--- src/rtl/accel_resp_pkg.sv ---
// accel_resp_pkg
// Shared definitions for the accelerometer SPI responder: register map
// addresses, the transfer FSM state type, and the DATA_READY bit position
// inside INT_SOURCE.
package accel_resp_pkg;

    localparam logic [5:0] ADDR_DEVID       = 6'h00;
    localparam logic [5:0] ADDR_POWER_CTL   = 6'h2D;
    localparam logic [5:0] ADDR_INT_ENABLE  = 6'h2E;
    localparam logic [5:0] ADDR_INT_MAP     = 6'h2F;
    localparam logic [5:0] ADDR_INT_SOURCE  = 6'h30;
    localparam logic [5:0] ADDR_DATA_FORMAT = 6'h31;
    localparam logic [5:0] ADDR_DATAX0      = 6'h32;
    localparam logic [5:0] ADDR_DATAZ1      = 6'h37;

    localparam int NUM_DATA_BYTES = 6;
    localparam int DATA_READY_BIT = 7;

    typedef enum logic [1:0] {
        IDLE = 2'd0,
        CMD  = 2'd1,
        RD   = 2'd2,
        WR   = 2'd3
    } spi_state_e;

    // True for the six axis data bytes (DATAX0..DATAZ1).
    function automatic logic is_data_addr(input logic [5:0] addr);
        return (addr >= ADDR_DATAX0) && (addr <= ADDR_DATAZ1);
    endfunction

endpackage

--- src/rtl/spi_edge_sync.sv ---
// spi_edge_sync
// Brings one asynchronous SPI pin into the clk domain through a STAGES-deep
// flop chain and flags its rising and falling edges.
// Ports:
//   clk      system clock
//   srst     synchronous active-high reset
//   pin_i    raw pin
//   level_o  synchronized level
//   rise_o   one-cycle pulse on a 0->1 transition of level_o
//   fall_o   one-cycle pulse on a 1->0 transition of level_o
// RESET_VAL sets the flop contents at reset so an idle-high pin does not
// produce a spurious edge when reset is released.
module spi_edge_sync #(
    parameter int   STAGES    = 2,
    parameter logic RESET_VAL = 1'b1
) (
    input  logic clk,
    input  logic srst,
    input  logic pin_i,
    output logic level_o,
    output logic rise_o,
    output logic fall_o
);

    // Bits [STAGES-1:0] are the synchronizer, bit STAGES holds the previous
    // synchronized level for edge detection.
    logic [STAGES:0] sync_q;

    always_ff @(posedge clk) begin
        if (srst) begin
            sync_q <= {(STAGES + 1){RESET_VAL}};
        end else begin
            sync_q <= {sync_q[STAGES-1:0], pin_i};
        end
    end

    assign level_o = sync_q[STAGES-1];
    assign rise_o  = sync_q[STAGES-1] & ~sync_q[STAGES];
    assign fall_o  = ~sync_q[STAGES-1] & sync_q[STAGES];

endmodule

--- src/rtl/accel_spi_responder.sv ---
// accel_spi_responder
// Pin-level emulation of the board G-sensor on a 3-wire SPI bus
// (CPOL=1, CPHA=1, MSB first). Axis data comes from a sample-injection port.
// Ports:
//   clk_clk, reset_reset            clock and synchronous active-high reset
//   I2C_SCLK, G_SENSOR_CS_N         SPI clock (idles high) and chip select
//   sdat_in / sdat_out / sdat_oe    data pad; the tristate lives above
//   G_SENSOR_INT                    active-high interrupt
//   sample_valid, sample_x/y/z      one-cycle strobe loading 16-bit axis data
// Build option: define ACCEL_RESP_INT_EN to build DATA_READY and the
// interrupt output; otherwise INT_SOURCE reads 0 and G_SENSOR_INT is 0.
module accel_spi_responder
    import accel_resp_pkg::*;
#(
    parameter logic [7:0] DEVID       = 8'hE5,
    parameter int         SYNC_STAGES = 2
) (
    input  logic        clk_clk,
    input  logic        reset_reset,
    input  logic        I2C_SCLK,
    input  logic        G_SENSOR_CS_N,
    input  logic        sdat_in,
    output logic        sdat_out,
    output logic        sdat_oe,
    output logic        G_SENSOR_INT,
    input  logic        sample_valid,
    input  logic [15:0] sample_x,
    input  logic [15:0] sample_y,
    input  logic [15:0] sample_z
);

    logic sclk_lvl, sclk_rise, sclk_fall;
    logic cs_lvl, cs_rise, cs_fall;
    logic sdat_lvl, sdat_rise, sdat_fall;

    spi_edge_sync #(.STAGES(SYNC_STAGES), .RESET_VAL(1'b1)) u_sync_sclk (
        .clk(clk_clk), .srst(reset_reset), .pin_i(I2C_SCLK),
        .level_o(sclk_lvl), .rise_o(sclk_rise), .fall_o(sclk_fall)
    );
    spi_edge_sync #(.STAGES(SYNC_STAGES), .RESET_VAL(1'b1)) u_sync_cs (
        .clk(clk_clk), .srst(reset_reset), .pin_i(G_SENSOR_CS_N),
        .level_o(cs_lvl), .rise_o(cs_rise), .fall_o(cs_fall)
    );
    spi_edge_sync #(.STAGES(SYNC_STAGES), .RESET_VAL(1'b0)) u_sync_sdat (
        .clk(clk_clk), .srst(reset_reset), .pin_i(sdat_in),
        .level_o(sdat_lvl), .rise_o(sdat_rise), .fall_o(sdat_fall)
    );

    logic unused_sync;
    assign unused_sync = ^{sclk_lvl, cs_lvl, sdat_rise, sdat_fall};

    // Transfer state
    spi_state_e state_q, state_d;
    logic [2:0] bit_cnt_q, bit_cnt_d;
    logic [7:0] shift_q, shift_d;
    logic       mb_q, mb_d;
    logic [5:0] addr_q, addr_d;
    logic       oe_q, oe_d;
    logic       sdo_q, sdo_d;
    logic       shadow_valid_q, shadow_valid_d;

    // Register storage
    logic [7:0] power_ctl_q, int_enable_q, int_map_q, data_format_q;
    logic [7:0] data_q   [NUM_DATA_BYTES];
    logic [7:0] shadow_q [NUM_DATA_BYTES];
    logic [7:0] int_source;

    logic [7:0] shift_in;
    logic [5:0] step_addr;
    logic       cmd_last, rd_last, wr_last;
    logic       load_en, wr_en;
    logic [5:0] load_addr;
    logic [7:0] load_byte;
    logic [2:0] data_idx;

    assign shift_in  = {shift_q[6:0], sdat_lvl};
    assign step_addr = mb_q ? addr_q + 6'd1 : addr_q;

    assign cmd_last = (state_q == CMD) && sclk_rise && (bit_cnt_q == 3'd7);
    assign rd_last  = (state_q == RD)  && sclk_fall && (bit_cnt_q == 3'd7);
    assign wr_last  = (state_q == WR)  && sclk_rise && (bit_cnt_q == 3'd7);

    // A read byte is loaded at the end of a read command, and again after
    // every data byte for the following address (the master may keep
    // clocking). A CS_N rise in the same cycle wins and cancels everything.
    assign load_en   = ~cs_rise & ((cmd_last & shift_in[7]) | rd_last);
    assign load_addr = cmd_last ? shift_in[5:0] : step_addr;
    assign wr_en     = ~cs_rise & wr_last;

    // 0x32..0x37 have low bits 2..7, so subtracting 2 gives the byte index.
    assign data_idx = load_addr[2:0] - 3'd2;

    always_comb begin
        load_byte = 8'h00;
        case (load_addr)
            ADDR_DEVID:       load_byte = DEVID;
            ADDR_POWER_CTL:   load_byte = power_ctl_q;
            ADDR_INT_ENABLE:  load_byte = int_enable_q;
            ADDR_INT_MAP:     load_byte = int_map_q;
            ADDR_INT_SOURCE:  load_byte = int_source;
            ADDR_DATA_FORMAT: load_byte = data_format_q;
            default: begin
                if (is_data_addr(load_addr)) begin
                    load_byte = shadow_valid_q ? shadow_q[data_idx] : data_q[data_idx];
                end
            end
        endcase
    end

    always_comb begin
        state_d        = state_q;
        bit_cnt_d      = bit_cnt_q;
        shift_d        = shift_q;
        mb_d           = mb_q;
        addr_d         = addr_q;
        oe_d           = oe_q;
        sdo_d          = sdo_q;
        shadow_valid_d = shadow_valid_q;

        if (cs_rise) begin
            state_d        = IDLE;
            bit_cnt_d      = 3'd0;
            oe_d           = 1'b0;
            shadow_valid_d = 1'b0;
        end else begin
            case (state_q)
                IDLE: begin
                    if (cs_fall) begin
                        state_d        = CMD;
                        bit_cnt_d      = 3'd0;
                        shadow_valid_d = 1'b0;
                    end
                end
                CMD: begin
                    if (sclk_rise) begin
                        shift_d   = shift_in;
                        bit_cnt_d = bit_cnt_q + 3'd1;
                        if (bit_cnt_q == 3'd7) begin
                            mb_d   = shift_in[6];
                            addr_d = shift_in[5:0];
                            if (shift_in[7]) begin
                                state_d = RD;
                                shift_d = load_byte;
                            end else begin
                                state_d = WR;
                            end
                        end
                    end
                end
                RD: begin
                    if (sclk_fall) begin
                        sdo_d     = shift_q[7];
                        oe_d      = 1'b1;
                        shift_d   = {shift_q[6:0], 1'b0};
                        bit_cnt_d = bit_cnt_q + 3'd1;
                        if (bit_cnt_q == 3'd7) begin
                            addr_d  = step_addr;
                            shift_d = load_byte;
                        end
                    end
                end
                WR: begin
                    if (sclk_rise) begin
                        shift_d   = shift_in;
                        bit_cnt_d = bit_cnt_q + 3'd1;
                        if (bit_cnt_q == 3'd7) begin
                            addr_d = step_addr;
                        end
                    end
                end
                default: state_d = IDLE;
            endcase
            // Loading DATAX0 freezes all six bytes for the rest of the frame.
            if (load_en && (load_addr == ADDR_DATAX0)) begin
                shadow_valid_d = 1'b1;
            end
        end
    end

    always_ff @(posedge clk_clk) begin
        if (reset_reset) begin
            state_q        <= IDLE;
            bit_cnt_q      <= 3'd0;
            shift_q        <= 8'h00;
            mb_q           <= 1'b0;
            addr_q         <= 6'h00;
            oe_q           <= 1'b0;
            sdo_q          <= 1'b0;
            shadow_valid_q <= 1'b0;
        end else begin
            state_q        <= state_d;
            bit_cnt_q      <= bit_cnt_d;
            shift_q        <= shift_d;
            mb_q           <= mb_d;
            addr_q         <= addr_d;
            oe_q           <= oe_d;
            sdo_q          <= sdo_d;
            shadow_valid_q <= shadow_valid_d;
        end
    end

    logic [47:0] sample_bytes;
    assign sample_bytes = {sample_z, sample_y, sample_x};

    always_ff @(posedge clk_clk) begin
        if (reset_reset) begin
            power_ctl_q   <= 8'h00;
            int_enable_q  <= 8'h00;
            int_map_q     <= 8'h00;
            data_format_q <= 8'h00;
            for (int i = 0; i < NUM_DATA_BYTES; i++) begin
                data_q[i]   <= 8'h00;
                shadow_q[i] <= 8'h00;
            end
        end else begin
            if (wr_en) begin
                case (addr_q)
                    ADDR_POWER_CTL:   power_ctl_q   <= shift_in;
                    ADDR_INT_ENABLE:  int_enable_q  <= shift_in;
                    ADDR_INT_MAP:     int_map_q     <= shift_in;
                    ADDR_DATA_FORMAT: data_format_q <= shift_in;
                    default: ;
                endcase
            end
            // The shadow copies the registered live bytes, so a sample landing
            // in the same cycle goes to the live set only.
            if (load_en && (load_addr == ADDR_DATAX0)) begin
                for (int i = 0; i < NUM_DATA_BYTES; i++) begin
                    shadow_q[i] <= data_q[i];
                end
            end
            if (sample_valid) begin
                for (int i = 0; i < NUM_DATA_BYTES; i++) begin
                    data_q[i] <= sample_bytes[8*i +: 8];
                end
            end
        end
    end

`ifdef ACCEL_RESP_INT_EN
    logic data_ready_q;
    logic int_q;

    always_comb begin
        int_source                 = 8'h00;
        int_source[DATA_READY_BIT] = data_ready_q;
    end

    always_ff @(posedge clk_clk) begin
        if (reset_reset) begin
            data_ready_q <= 1'b0;
            int_q        <= 1'b0;
        end else begin
            // Set has priority over the read-triggered clear.
            if (sample_valid) begin
                data_ready_q <= 1'b1;
            end else if (load_en && is_data_addr(load_addr)) begin
                data_ready_q <= 1'b0;
            end
            int_q <= |(int_source & int_enable_q & ~int_map_q);
        end
    end

    assign G_SENSOR_INT = int_q;
`else
    assign int_source   = 8'h00;
    assign G_SENSOR_INT = 1'b0;
`endif

    assign sdat_out = sdo_q;
    assign sdat_oe  = oe_q;

endmodule
--- config.mk ---
export PLATFORM = sky130hd
export DESIGN_NAME = accel_spi_responder
export DESIGN_NICKNAME = d
export VERILOG_FILES = /design/src/rtl/accel_resp_pkg.sv /design/src/rtl/spi_edge_sync.sv /design/src/rtl/accel_spi_responder.sv
export SDC_FILE = /design/constraint.sdc
export NUM_CORES = 1
export LEC_CHECK = 0
export ABC_AREA = 1
export CAP_MARGIN = 25
export CORE_MARGIN = 5
export CORE_UTILIZATION = 50
export CTS_CLUSTER_DIAMETER = 50
export DETAILED_ROUTE_END_ITERATION = 12
export PLACE_DENSITY_LB_ADDON = 0.2
export SLEW_MARGIN = 20
export SYNTH_ARGS = -nofsm -noshare
export SYNTH_HDL_FRONTEND = slang
export SYNTH_SLANG_ARGS = --single-unit
--- constraint.sdc ---
create_clock -name clk_clk -period 2.8 [get_ports clk_clk]
set_input_delay 0.56 -clock clk_clk [delete_from_list [all_inputs] [get_ports clk_clk]]
set_output_delay 0.56 -clock clk_clk [all_outputs]
set_load 0.005 [all_outputs]
# Word-level counts from Yosys, hierarchy flattened
# Memories as Yosys holds them, arrays and structs flattened.
# Index checks and enable logic that the tools add are counted.
# totals
memories	2
regBits	63
out_inout_bits	3
elab_cells	145
ramBits	96
in_bits	54
# mem_list
memory	depth	width	read_ports	rd_clocked_by_memory_dff	wr	line_no	source
data_q	6	8	7	0	6	accel_spi_responder.sv:64	logic [7:0] data_q [NUM_DATA_BYTES];
shadow_q	6	8	1	0	6	accel_spi_responder.sv:65	logic [7:0] shadow_q [NUM_DATA_BYTES];
# op_classes
bitwise	25
addsub	3
n_eq_ne	20
reduce_logical	28
n_mux	50
magnitude_cmp	2
# op_table
operator	n
$mux 8	20
$eq 6x6->1 const B	10
$pmux 8 s6	1
$mux 6	7
$pmux 8 s3	1
$pmux 6 s3	1
$or 1x1->1	13
$mux 1	12
$reduce_and 2->1	6
$mux 3	3
$pmux 3 s3	1
$logic_and 1x1->1	8
$ne 2x2->1 const B	4
$reduce_and 4->1	2
$and 1x1->1	7
$add 6x1->6 const B	1
$ge 6x6->1 const B	1
$le 6x6->1 const B	1
$logic_not 6->1	1
$mux 2	3
$reduce_and 3->1	2
$reduce_and 6->1	1
$reduce_bool 2->1	3
$not 1->1	5
11 further kinds	14

# Depth between registers and ports, before layout
# Gate-level depths: netlist of the first run.
# An unclocked memory read counts as a cell.
# depth
word_depth	14
ltp_mapped	18
depth_no_buf	16

# Modules after synthesis
# A second synthesis of the first run with hierarchy kept.
# hier_totals
hier_cells	1050
hier_area_um2	8252.9
# modules_own_cells
module	cells_per_inst	area_each_um2	seq_area_each_um2	n_inst
accel_spi_responder	1012	7963.9	3983.8	1
spi_edge_sync (u_sync_cs ...)	13	97.6	60.1	2
spi_edge_sync (u_sync_sdat)	12	93.8	60.1	1

# Worst setup path before layout of the first run
# No wires, ideal clock.
# synth_path
path_type	register to register
startpoint	register bit_cnt_q[0]
endpoint	memory shadow_q[0][0], enable pin
synth_period_minus_slack_ns	3.105
arrival_time_ns	2.698
n_path_buf	2
setup_time_ns	0.407
path_slack_ns	-0.305
path_stages_with_launch	13
t_required_ns	2.393
cell_sequence	dfxtp_1 -> ha_1 -> ha_1 -> nand3_1 -> nor2_1 -> buf_4 -> nand2_1 -> nand2_1 -> buf_4 -> nand2_2 -> nor3_2 -> inv_1 -> nand2_1
# synth_rtl
element	line_no	source
start: declaration	accel_spi_responder.sv:54	logic [2:0] bit_cnt_q, bit_cnt_d;
start signal: assignment	accel_spi_responder.sv:192	bit_cnt_q <= bit_cnt_d;
end: declaration	accel_spi_responder.sv:65	

# Worst setup path in the final report of the first run
# layout_path
startpoint	register bit_cnt_q[0]
endpoint	register shift_q[0]
# layout_between
elab_chain_len	12
elab_cells_between_ends	24
cone_classes	1 x add/sub; 2 x order compare; 6 x eq/ne; 10 x mux; 3 x reduce/logical; 2 x memory
# layout_lines
element	line_no	source
$eq 3x3->1 (*)	accel_spi_responder.sv:79, accel_spi_responder.sv:138, accel_spi_responder.sv:156	
$logic_and 1x1->1	accel_spi_responder.sv:79	assign cmd_last = (state_q == CMD) && sclk_rise && (bit_cnt_q == 3'd7);
$mux 6	accel_spi_responder.sv:87	assign load_addr = cmd_last ? shift_in[5:0] : step_addr;
$sub 3x2->3	accel_spi_responder.sv:91	assign data_idx = load_addr[2:0] - 3'd2;
$mem_v2 6x8, on equally long branches	-	
$mux 8	accel_spi_responder.sv:104	load_byte = shadow_valid_q ? shadow_q[data_idx] : data_q[data_idx];
$mux 8	accel_spi_responder.sv:103	if (is_data_addr(load_addr)) begin
$pmux 8 s6	accel_spi_responder.sv:95	case (load_addr)
$mux 8	accel_spi_responder.sv:141	if (shift_in[7]) begin
$mux 8	accel_spi_responder.sv:138	if (bit_cnt_q == 3'd7) begin
$mux 8	accel_spi_responder.sv:135	if (sclk_rise) begin
$pmux 8 s3 (*)	accel_spi_responder.sv:126	case (state_q)
end signal: assignment	accel_spi_responder.sv:193	shift_q <= shift_d;
end: declaration	accel_spi_responder.sv:55	logic [7:0] shift_q, shift_d;
# Mark *: on every way between the ends. The rest lies on a longest branch, timed or not. The select of a mux whose other input is x is not followed.
# A chain may end at the register's enable or synchronous reset.

==> metrics, run 1 <==
Starting DRT DRC Count between 600 and 700; fin. max-slew vios 0; Non-Filler Instances approximately 1300; final wirelength 18300 um; LEAKAGE just over 4 nW; period utilisation layout between 90 and 100%; pin count of the biggest net entering global routing 49; ANT nets after route 0; total gr overflow 0; maxcap violations 0; DRC Markers 0; final setup fails 0; CP max FO 36; Final HPWL DP about 13000 um; Tmin final approximately 2.6 ns; routing usage on met1 27.77%; Skew-Pair Late Insertion Delay 0.43 ns; Crit-path slowest cell dfxtp_1; H-tree depth 4; GRT Total Usage 20.34%; Hold Path Class reg2reg; Clock Pin Slew Worst Setup and Hold Paths 0.06 ns; first-pass GRT wire length slightly below 30000 um; pwr dens roughly 540 nW/um2; RSZ-0062 raised after global routing false; vias 6635; postcts setup bufs 0; GP Congestion 0.8746; vias in the first global route a little over 6000; WS Path Type reg2reg; Worst EP arrival just under 3 ns; clk buf depth 2; Slew HR ~57%; Yosys top cell area share between 30% and 40%; Main synth FF type edfxtp_1; Tot Pwr approximately 5 mW; Crit. End Element flip-flop; Inserted Clock Buffers 17; Row Count 46; vias per cell 4.955; area grow syn2layout 17.33%; Worst-Margin Slew 0.6394 ns; Layout Nets 1169; share of post-route cells with drive strength above 1 9.528%; CORE AREA between 15000 and 20000 um2; Die H around 140 um; CTS tree done; Worst EP required approximately 3.2 ns; syn avg cell area about 7.7 um2; Pre-Repair DR Iteration Count 7; area of the die approximately 19000 um2; die width approximately 140 um; Wirelength per Cell between 10 and 15 um; ys async rst share 0%; Final Instance Area 9497 um2; Post-Place Setup Slack ~0.15 ns; Max Freq around 390 MHz; crit-path max cell delay around 0.34 ns; Syn Nets approximately 1100; Post-synth EDFFs between 90 and 100; Post-Route Setup TNS 0 ns; initial antenna violation count 0; clk_skew roughly 0.0077 ns; fin util between 50 and 60%; Ys Warns 0; startpoint types flip-flop; status finished, final reports clean; Max VDD drop about 0.45 mV; fin worst setup slack approximately 0.21 ns; ANT cells 0; CP Cell Sequence ha_1, ha_2, nand3_1, buf_4, nand2_4, nand2_2, buf_12, o21ai_0, a21oi_1, nand2_1, nand3_1, nand2_1, nand2_1, a21oi_1; CTS sink count 159; Placed Area ~9000 um2; final-layout fill cell count roughly 1500; Area contributors post-synth edfxtp_1 (36%), dfxtp_1 (16%), nand2_1 (13%), inv_1 (8.8%), nor2_1 (5.8%); grt met2 use about a third; Initial Util 50.95%; final hold violations 0; Post-Syn Instances ~1100; CP top delay family simple AND/OR/NAND/NOR gates; post-synthesis sequential element count approximately 160; Mapped Area between 8000 and 9000 um2; clock root cell clkbuf_16; cell taking the most area after synthesis edfxtp_1; Fin Hold WS 0.4015 ns; met3 Usage GRT under 10%; number of I/O port buffers 55; Worst Path Buf+Inv 2; sequential area share after synthesis 51.20%; crit-path most repeated cell nand2_1; boundary pin count 57; number of library cell types mapped by synthesis 36; GR peak layer met2; placed cells about 1300
[report_power, final]
group	internal [mW]	switching, mW
combinational	0.130	0.155
clock	1.24	0.978
sequential	2.57	0.0350
[flip-flops by register name, indices dropped and copies added, names as in the netlist]
register and flops:
u_sync_cs.sync_q 3, data_q 48, bit_cnt_q 3, state_q 2, shadow_q 48, shift_q 8, power_ctl_q 8, sdat_out 1
int_map_q 8, int_enable_q 8, u_sync_sclk.sync_q 3, data_format_q 8, mb_q 1, u_sync_sdat.sync_q 2, sdat_oe 1, shadow_valid_q 1
addr_q 6
[synth_stat cells (2+ instances only)]
| cell | n |
|---|---|
| nand3_1 | 81 |
| or2_2 | 5 |
| nand2_2 | 7 |
| clkbuf_1 | 20 |
| o211ai_1 | 4 |
| buf_6 | 5 |
| dfxtp_1 | 63 |
| nor2_2 | 22 |
| a22oi_1 | 4 |
| buf_4 | 7 |
| nand2_4 | 4 |
| a31oi_1 | 4 |
| o21ai_0 | 35 |
| edfxtp_1 | 96 |
| buf_2 | 7 |
| inv_1 | 189 |
| buf_1 | 2 |
| nand2_1 | 282 |
| ha_1 | 5 |
| inv_2 | 2 |
| nor3_2 | 2 |
| nor2_1 | 124 |
| nor4_1 | 2 |
| a21oi_1 | 69 |
| nor2_4 | 2 |
[cell families (layout without fill, tap and decap cells)]
kind of cell               Yosys count  after routing  share of synthesized area [%]
other                                1              1                        0.04633
DFF                                159            159                          51.20
buffers and inverters              234            303                          11.78
AOI/OAI and AO/OA                  120            120                          8.008
adders and majority gates            5              5                         0.7729
and+or+nand+nor                    535            535                          28.20
[worst register-to-register path: stages (launching register included)]
cell and delay (ns):
dfxtp_1 0.34, ha_1 0.16, ha_2 0.25, nand3_1 0.21, buf_4 0.24, nand2_4 0.13, nand2_2 0.14, buf_12 0.20
o21ai_0 0.30, a21oi_1 0.11, nand2_1 0.09, nand3_1 0.10, nand2_1 0.10, nand2_1 0.05, a21oi_1 0.12
[final timing paths]
kind / cells after the start / to / slack, ns / start
max: 14 / shift_q[0] / 0.21 / bit_cnt_q[0]
min: 2 / u_sync_sdat.sync_q[1] / 0.40 / u_sync_sdat.sync_q[0]
max reg2reg: 14 / shift_q[0] / 0.21 / bit_cnt_q[0]
min reg2reg: 2 / u_sync_sdat.sync_q[1] / 0.40 / u_sync_sdat.sync_q[0]
[final cells by class]
type | instances | area, um2 | share of cell area, %
clock buffer | 17 | 425.4 | 4.480
clock inverter | 15 | 135.1 | 1.423
inverter | 193 | 726.9 | 7.655
multi-input combinational | 661 | 3004 | 31.63
sequential | 159 | 4144 | 43.64
tap | 216 | 270.3 | 2.846
timing repair buffer | 78 | 790.8 | 8.327
[cell usage in the layout (no fill, tap or decap), types with 2 or more instances in the layout]
cell	n
a31oi_1	4
inv_2	2
clkinvlp_4	2
or2_2	5
nor2_1	124
dfxtp_1	63
nor2_4	2
a22oi_1	4
clkinv_2	3
nor2_2	22
nand2_4	4
ha_1	4
o211ai_1	4
clkdlybuf4s50_1	55
clkinv_1	2
buf_4	18
nand2_2	9
nand2_1	280
o21ai_0	35
inv_6	4
inv_1	189
buf_12	4
a21oi_1	69
nor4_1	2
inv_8	2
nand3_1	81
edfxtp_1	96
clkbuf_16	18
nor3_2	2
[layer usage]
layer,wire [um],part of all wire (%)
met1,7993,44
met2,8823,48
met3,1170,6.4
met4,314,1.7
met5,0,0
[repair_timing]
| action | in CTS | in global routing |
|---|---|---|
| endpoints found under the setup margin | 0 | 52 |
| hold endpoints to repair | 0 | 0 |
| hold buffers | 0 | 0 |
| resized for setup | 0 | 1 |
(Power assumes the default switching activity.)
==> run 2, diff against run 1 <==
Settings changed: HOLD_SLACK_MARGIN set to 0.03.
==> results of run 2 <==
The final DEF is identical to that of run 1; final timing and power are the same.
